File: src/rtl/hazard_unit_pkg.sv
// Shared pipeline encodings for the hazard unit: forwarding selects,
// mul/div sequencer states and a register-match helper.
package hazard_unit_pkg;

  localparam logic [1:0] FWD_NONE = 2'b00;
  localparam logic [1:0] FWD_WB   = 2'b01;
  localparam logic [1:0] FWD_MEM  = 2'b10;

  typedef enum logic {
    IDLE = 1'b0,
    BUSY = 1'b1
  } md_state_t;

  // A write to r0 is architecturally discarded, so it never matches a source.
  function automatic logic reg_hit(input logic en, input logic [4:0] dst,
                                   input logic [4:0] src);
    return en && (dst != 5'd0) && (dst == src);
  endfunction

endpackage

File: src/rtl/hazard_unit_md_sequencer.sv
// Mul/div occupancy sequencer: counts execute-stage cycles of a multiply or
// divide and pulses done on the last one.
module md_sequencer
  import hazard_unit_pkg::*;
#(
  parameter int MULT_CYCLES = 4,
  parameter int DIV_CYCLES  = 32
) (
  input  logic clk,
  input  logic reset,
  input  logic start,
  input  logic is_div,
  output logic busy,
  output logic done
);

  localparam int MAX_CYCLES = (MULT_CYCLES > DIV_CYCLES) ? MULT_CYCLES : DIV_CYCLES;
  localparam int CNT_W      = $clog2(MAX_CYCLES);
  localparam logic [CNT_W-1:0] MUL_LOAD = CNT_W'(MULT_CYCLES - 1);
  localparam logic [CNT_W-1:0] DIV_LOAD = CNT_W'(DIV_CYCLES - 1);

  md_state_t        state, state_n;
  logic [CNT_W-1:0] cnt, cnt_n;

  always_ff @(posedge clk) begin
    if (reset) begin
      state <= IDLE;
      cnt   <= '0;
    end else begin
      state <= state_n;
      cnt   <= cnt_n;
    end
  end

  // A start seen while busy (including the done cycle) is dropped; the
  // pipeline re-presents it once the sequencer is back in IDLE.
  always_comb begin
    state_n = state;
    cnt_n   = cnt;
    busy    = 1'b0;
    done    = 1'b0;
    case (state)
      IDLE: begin
        if (start) begin
          state_n = BUSY;
          cnt_n   = is_div ? DIV_LOAD : MUL_LOAD;
        end
      end
      BUSY: begin
        busy = 1'b1;
        if (cnt == '0) begin
          done    = 1'b1;
          state_n = IDLE;
        end else begin
          cnt_n = cnt - 1'b1;
        end
      end
      default: state_n = IDLE;
    endcase
  end

endmodule

File: src/rtl/hazard_unit.sv
// Pipeline hazard unit: execute/decode operand forwarding, load-use, branch
// and mul/div stalls, plus the mul/div occupancy sequencer.
module hazard_unit
  import hazard_unit_pkg::*;
#(
  parameter int MULT_CYCLES = 4,
  parameter int DIV_CYCLES  = 32
) (
  input  logic       clk,
  input  logic       reset,
  input  logic [4:0] rs_d,
  input  logic [4:0] rt_d,
  input  logic       branch_d,
  input  logic       mdstart_d,
  input  logic       mdread_d,
  input  logic [4:0] rs_e,
  input  logic [4:0] rt_e,
  input  logic [4:0] writereg_e,
  input  logic       regwrite_e,
  input  logic       memtoreg_e,
  input  logic       mdstart_e,
  input  logic       md_is_div_e,
  input  logic [4:0] writereg_m,
  input  logic       regwrite_m,
  input  logic       memtoreg_m,
  input  logic [4:0] writereg_w,
  input  logic       regwrite_w,
  output logic       stall_f,
  output logic       stall_d,
  output logic       flush_e,
  output logic [1:0] forward_a_e,
  output logic [1:0] forward_b_e,
  output logic       forward_a_d,
  output logic       forward_b_d,
  output logic       md_busy,
  output logic       md_done
);

  localparam int NUM_OPS = 2;

  logic [NUM_OPS-1:0][4:0] src_e, src_d;
  logic [NUM_OPS-1:0][1:0] fwd_e;
  logic [NUM_OPS-1:0]      fwd_d, br_hit;
  logic                    lwstall, brstall, mdstall, stall;

  assign src_e = {rt_e, rs_e};
  assign src_d = {rt_d, rs_d};

  // Operand 0 is A (rs), operand 1 is B (rt); memory stage wins over writeback.
  for (genvar i = 0; i < NUM_OPS; i++) begin : g_op
    always_comb begin
      fwd_e[i] = FWD_NONE;
      if (reg_hit(regwrite_m, writereg_m, src_e[i]))      fwd_e[i] = FWD_MEM;
      else if (reg_hit(regwrite_w, writereg_w, src_e[i])) fwd_e[i] = FWD_WB;
    end
    assign fwd_d[i]  = reg_hit(regwrite_m, writereg_m, src_d[i]);
    assign br_hit[i] = reg_hit(regwrite_e, writereg_e, src_d[i]) ||
                       reg_hit(memtoreg_m, writereg_m, src_d[i]);
  end

  assign forward_a_e = fwd_e[0];
  assign forward_b_e = fwd_e[1];
  assign forward_a_d = fwd_d[0];
  assign forward_b_d = fwd_d[1];

  md_sequencer #(
    .MULT_CYCLES(MULT_CYCLES),
    .DIV_CYCLES (DIV_CYCLES)
  ) u_md_seq (
    .clk   (clk),
    .reset (reset),
    .start (mdstart_e),
    .is_div(md_is_div_e),
    .busy  (md_busy),
    .done  (md_done)
  );

  // During reset the sequencer is treated as idle so a stale BUSY cannot stall.
  assign lwstall = memtoreg_e && ((rt_e == rs_d) || (rt_e == rt_d));
  assign brstall = branch_d && (|br_hit);
  assign mdstall = md_busy && !reset && (mdstart_d || mdread_d);
  assign stall   = lwstall || brstall || mdstall;

  assign stall_f = stall;
  assign stall_d = stall;
  assign flush_e = stall;

endmodule
File: config.mk
export PLATFORM = sky130hd
export DESIGN_NAME = hazard_unit
export DESIGN_NICKNAME = d
export VERILOG_FILES = /design/src/rtl/hazard_unit_pkg.sv /design/src/rtl/hazard_unit_md_sequencer.sv /design/src/rtl/hazard_unit.sv
export SDC_FILE = /design/constraint.sdc
export NUM_CORES = 1
export LEC_CHECK = 0
export CORE_ASPECT_RATIO = 0.8
export CORE_UTILIZATION = 30
export DETAILED_ROUTE_END_ITERATION = 10
export HOLD_SLACK_MARGIN = 0.12
export PLACE_DENSITY_LB_ADDON = 0.15
export SETUP_SLACK_MARGIN = 0.2
export SYNTH_ARGS = -nofsm -noshare
export SYNTH_HDL_FRONTEND = slang
export SYNTH_SLANG_ARGS = --single-unit
File: constraint.sdc
create_clock -name clk -period 1.7 [get_ports clk]
set_input_delay 0.255 -clock clk [delete_from_list [all_inputs] [get_ports clk]]
set_output_delay 0.255 -clock clk [all_outputs]
set_load 0.005 [all_outputs]
# Word-level counts from Yosys, hierarchy flattened
# Index checks and enable logic that the tools add are counted.
word_totals:
  out_inout_bits: 11
  elab_cells: 61
  in_bits: 47
  reg_bits: 6
op_classes:
  n_eq_ne: 12
  bitwise_logic: 1
  n_mux: 14
  addsub: 1
  reduce_logical: 31
op_table:
  columns: ["op", "count"]
  rows:
  - ["$eq 5x5->1", 10]
  - ["$logic_and 1x1->1", 18]
  - ["$mux 5", 3]
  - ["$reduce_bool 5->1", 3]
  - ["$pmux 5 s2", 1]
  - ["$mux 1", 7]
  - ["$logic_or 1x1->1", 6]
  - ["$logic_not 5->1", 1]
  - ["$sub 5x1->5 const B", 1]
  - ["$mux 2", 2]
  - ["$ne 2x2->1 const B", 2]
  - ["$pmux 1 s2", 1]
  - ["$reduce_and 2->1", 1]
  - ["$reduce_or 2->1", 1]
  - ["$logic_not 1->1", 1]
  - ["$not 1->1", 1]

# Depth between registers and ports, before layout
depth:
  depth_word: 8
  depth_mapped: 7
  depth_no_buf: 7

# By module
# A second synthesis with hierarchy kept.
hier_totals:
  hier_cells: 132
  area_unflattened_um2: 1028.5
by_module_without_submodules:
  columns: ["mod", "area_each_um2", "instances", "cells_each", "seq_area_each_um2"]
  rows:
  - ["hazard_unit", 696.9, 1, 95, 0.0]
  - ["md_sequencer", 331.6, 1, 37, 120.1]

# Worst setup path before layout
# No wires, ideal clock.
synth_timing:
  path_type: "in2out"
  start: "input port writereg_e[1]"
  end: "output port stall_d"
  slack_ns: 0.175
  t_arrival_ns: 1.270
  path_stages: 4
  t_required_ns: 1.445
  path_cell_list: "or4_1 > o2111ai_1 > nand4_1 > buf_4"
synth_via:
  elab_chain_len: 8
synth_rtl:
  columns: ["item", "line", "rtl"]
  rows:
  - ["from (decl)", "hazard_unit.sv:18", "input logic [4:0] writereg_e,"]
  - ["$reduce_bool 5->1", "hazard_unit_pkg.sv:17", "return en && (dst != 5'd0) && (dst == src);"]
  - ["$logic_and 1x1->1 (2 in a row)", "hazard_unit_pkg.sv:17", null]
  - ["$logic_or 1x1->1", "hazard_unit.sv:57", "assign br_hit[i] = reg_hit(regwrite_e, writereg_e, src_d[i]) ||"]
  - ["$reduce_or 2->1 *", "hazard_unit.sv:80", "assign brstall = branch_d && (|br_hit);"]
  - ["$logic_and 1x1->1 *", "hazard_unit.sv:80", null]
  - ["$logic_or 1x1->1 * (2 in a row)", "hazard_unit.sv:82", "assign stall = lwstall || brstall || mdstall;"]
  - ["to (decl)", "hazard_unit.sv:29", "output logic stall_d,"]
# Mark *: on every way between the ends. The rest lies on a longest branch, timed or not.

# Worst setup path in the final report
layout_timing:
  start: "input port writereg_w[0]"
  end: "output port forward_b_e[0]"
layout_via:
  elab_chain_len: 5
layout_rtl:
  columns: ["item", "line", "rtl"]
  rows:
  - ["from (decl)", "hazard_unit.sv:26", "input logic [4:0] writereg_w,"]
  - ["$reduce_bool 5->1", "hazard_unit_pkg.sv:17", null]
  - ["$logic_and 1x1->1", "hazard_unit_pkg.sv:17", null]
  - ["$logic_and 1x1->1 *", "hazard_unit_pkg.sv:17", null]
  - ["$mux 1 *", "hazard_unit.sv:54", "else if (reg_hit(regwrite_w, writereg_w, src_e[i])) fwd_e[i] = FWD_WB;"]
  - ["$mux 2 *", "hazard_unit.sv:53", "if (reg_hit(regwrite_m, writereg_m, src_e[i])) fwd_e[i] = FWD_MEM;"]
  - ["to (decl)", "hazard_unit.sv:32", "output logic [1:0] forward_b_e,"]
# Marks and branches as above.

==> flow_metrics.tcl <==
set metrics [dict create \
    crit_type "input port to output pin" \
    syn_avg_cell_area_um2 7.563 \
    slew_headroom_pct 82.10 \
    period_needed_ns 1.672 \
    ys_async_sr_fraction_pct 0 \
    p_sw_uw 364.2 \
    hold_ws_ns 0.4648 \
    dr.pass1.iters 4 \
    rsz0062_at_grt "yes" \
    cp_max_fo 3 \
    wl_per_cell_um 15.23 \
    fillers 265 \
    worst_ir_drop_vdd_v 0.0003202 \
    r2r-end "u_md_seq.cnt[3]" \
    report.final.slew_viol_count 0 \
    min_from "u_md_seq.cnt[0]" \
    layout.nets 280 \
    yosys-top-cells-area "xnor2_1, xor2_1, dfxtp_1" \
    dieArea_um2 3642 \
    met2_length_um 2135 \
    grt_overflow 0 \
    finalHoldViolCount 0 \
    routed_wl_um 4098 \
    cts_inserted_buffers 3 \
    ant_nets 0 \
    critPathRequiredTime_ns 1.44 \
    drive_gt1_share_pct 56.77 \
    pwr_density_cell_nw_per_um2 467.4 \
    r2r_cells 7 \
    cts_root_buffer "clkbuf_8" \
    grtUsageTotal_pct 22.76 \
    ys_types 28 \
    place_hpwl_um 3013 \
    num_io_pins 58 \
    vias_per_cell 4.885 \
    synthTopCellsByCount "xnor2_1, xor2_1, nand2_1, nand3_1, nor3_1" \
    drt-met1-wl_um 1762 \
    leakagePower_uw 0.0009562 \
    cp-startpoint "writereg_w[0]" \
    p_int_uw 647.5 \
    netlist_instances 135 \
    critPathArrivalTime_ns 1.42 \
    synth_top_cell_by_area "xnor2_1" \
    clk_pin_slew_ns 0.04 \
    diodes 0 \
    syn_nets 184 \
    fin_crit_sh_pct 98.37 \
    coreArea_um2 3153 \
    grt_pass1_vias 1294 \
    reg2reg_slack_ns 0.28 \
    cts_sinks 6 \
    tightest_slew_ns 0.2665 \
    fin_cells 269 \
    crit_end "forward_b_e[0]" \
    clock_latency_ns 0.22 \
    ctsHoldBuffers 0 \
    place_ws_ns -0.8098 \
    top_layer "met4" \
    yosys.area.top_type_share_pct 24.02 \
    max_freq_mhz 598.0 \
    grt_pass1_wl_um 6085 \
    fin_ws_ns 0.02773 \
    synth.cell_area_um2 1021 \
    skew_ns 0.001240 \
    num_rows 18 \
    antenna_found_initial 0 \
    start_util_pct 32.38 \
    dp_cells 260 \
    seqPwrFrac_pct 18.5 \
    sw_frac_of_total_pct 36.00 \
    power_frac_comb_pct 60.0 \
    end_kind "output pin" \
    route.detailed.drc 0 \
    synth_edf_count 0 \
    dr_wl_met3_um 184 \
    clkPwrFrac_pct 21.5 \
    outcome "completed" \
    die_y_um 54.18 \
    clockBufferDepth 2 \
    synth_most_common_cell "xnor2_1" \
    gp_congestion 0.8363 \
    synth_ff_type "dfxtp_1" \
    syn2layout_area_growth_pct 112.0 \
    hold_class "flop to flop" \
    finalSetupViolations 0 \
    drv_cap 0 \
    cts_max_level 1 \
    cts_tree "yes" \
    drt_iter0_markers 32 \
    die_w_um 67.23 \
    grt_max_degree 7 \
    vias 1314 \
    r2r_start "u_md_seq.cnt[1]" \
    seq_area_frac_synth_pct 11.76 \
    setup.worst_path.start_class "input port" \
    port_buffers 57 \
    power_uw 1012 \
    yosys_warnings 0 \
    synth-seq-cells 6 \
]
routing by layer:
layer  track usage (%)  vias up
li1                  -      650
met1             30.19      628
met2             38.33       34
met3             3.602        2
met4             5.674        0
met5                 0        -
flip-flops by register name (all words and copies together), names as in the netlist:
name	cells
u_md_seq.cnt	5
u_md_seq.state	1
area by class of cell:
| class | instances | area [um^2] | area share (%) |
|---|---|---|---|
| Clock buffer | 3 | 41.29 | 1.908 |
| Inverter | 3 | 11.26 | 0.5202 |
| Multi-Input combinational cell | 118 | 1115 | 51.50 |
| Sequential cell | 6 | 126.4 | 5.838 |
| Tap cell | 40 | 50.05 | 2.312 |
| Timing Repair Buffer | 99 | 820.8 | 37.92 |
worst max-delay path: stages:
cell and delay, ns:
buf_2 0.13, xor2_1 0.17, or4_1 0.56, nor4_2 0.15
buf_2 0.15
through the flow:
step | setup TNS, ns | cell area, um^2 | util [%]
2_1_floorplan | 0 | 1021 | -
4_1_cts | -0.1103 | 1978 | 62.74
3_5_place_dp | -6.713 | 1867 | 59.21
6_report | 0 | 2165 | 68.65
5_1_grt | -0.1546 | 2165 | 68.65
3_3_place_gp | -6.269 | 1867 | 59.21
cells by family (layout without fill, tap and decap cells):
kind of cell	Yosys count	count (layout)	share of synthesized area [%]
DFF	6	6	11.77
buffers and inverters	11	105	5.513
AOI/OAI and AO/OA	15	15	11.40
and+or+nand+nor	51	51	25.98
xor gates and xnor gates	50	50	42.89
adders and majority gates	2	2	2.451
placed cells by master (no fill, tap or decap), types with 7 or more instances in the layout:
cell / netlist / final
xnor2_2: 0 / 8
xnor2_1: 28 / 18
buf_6: 0 / 14
clkdlybuf4s50_1: 0 / 9
nand2_1: 12 / 10
buf_4: 2 / 36
nand3_1: 9 / 7
buf_2: 5 / 21
xor2_1: 22 / 18
worst min-delay path by stage:
| stage | endpoint | depth (start not counted) | slack [ns] |
|---|---|---|---|
| 5_1_grt | u_md_seq.cnt[0] | 1 | 0.49 |
| 3_5_place_dp | u_md_seq.cnt[0] | 1 | 0.50 |
| 3_3_place_gp | u_md_seq.cnt[0] | 1 | 0.48 |
| 2_1_floorplan | u_md_seq.cnt[0] | 1 | 0.33 |
| 6_report | u_md_seq.cnt[0] | 1 | 0.46 |
| 4_1_cts | u_md_seq.cnt[0] | 1 | 0.50 |
power by group through the flow:
stage	Sequential, uW	Clock, uW	Combinational [uW]
after CTS	183	217	520
after detailed placement	184	0	506
final	187	217	607
after global routing	190	228	656
after floorplan	180	0	234
after global placement	182	0	492
what timing repair did:
item                       in CTS  in global routing
buffers inserted                3                  3
setup endpoints to repair      16                 16
pin swaps                      33                 24
gates resized for setup       183                 68
Note: power is estimated with default switching activity, not from simulation.
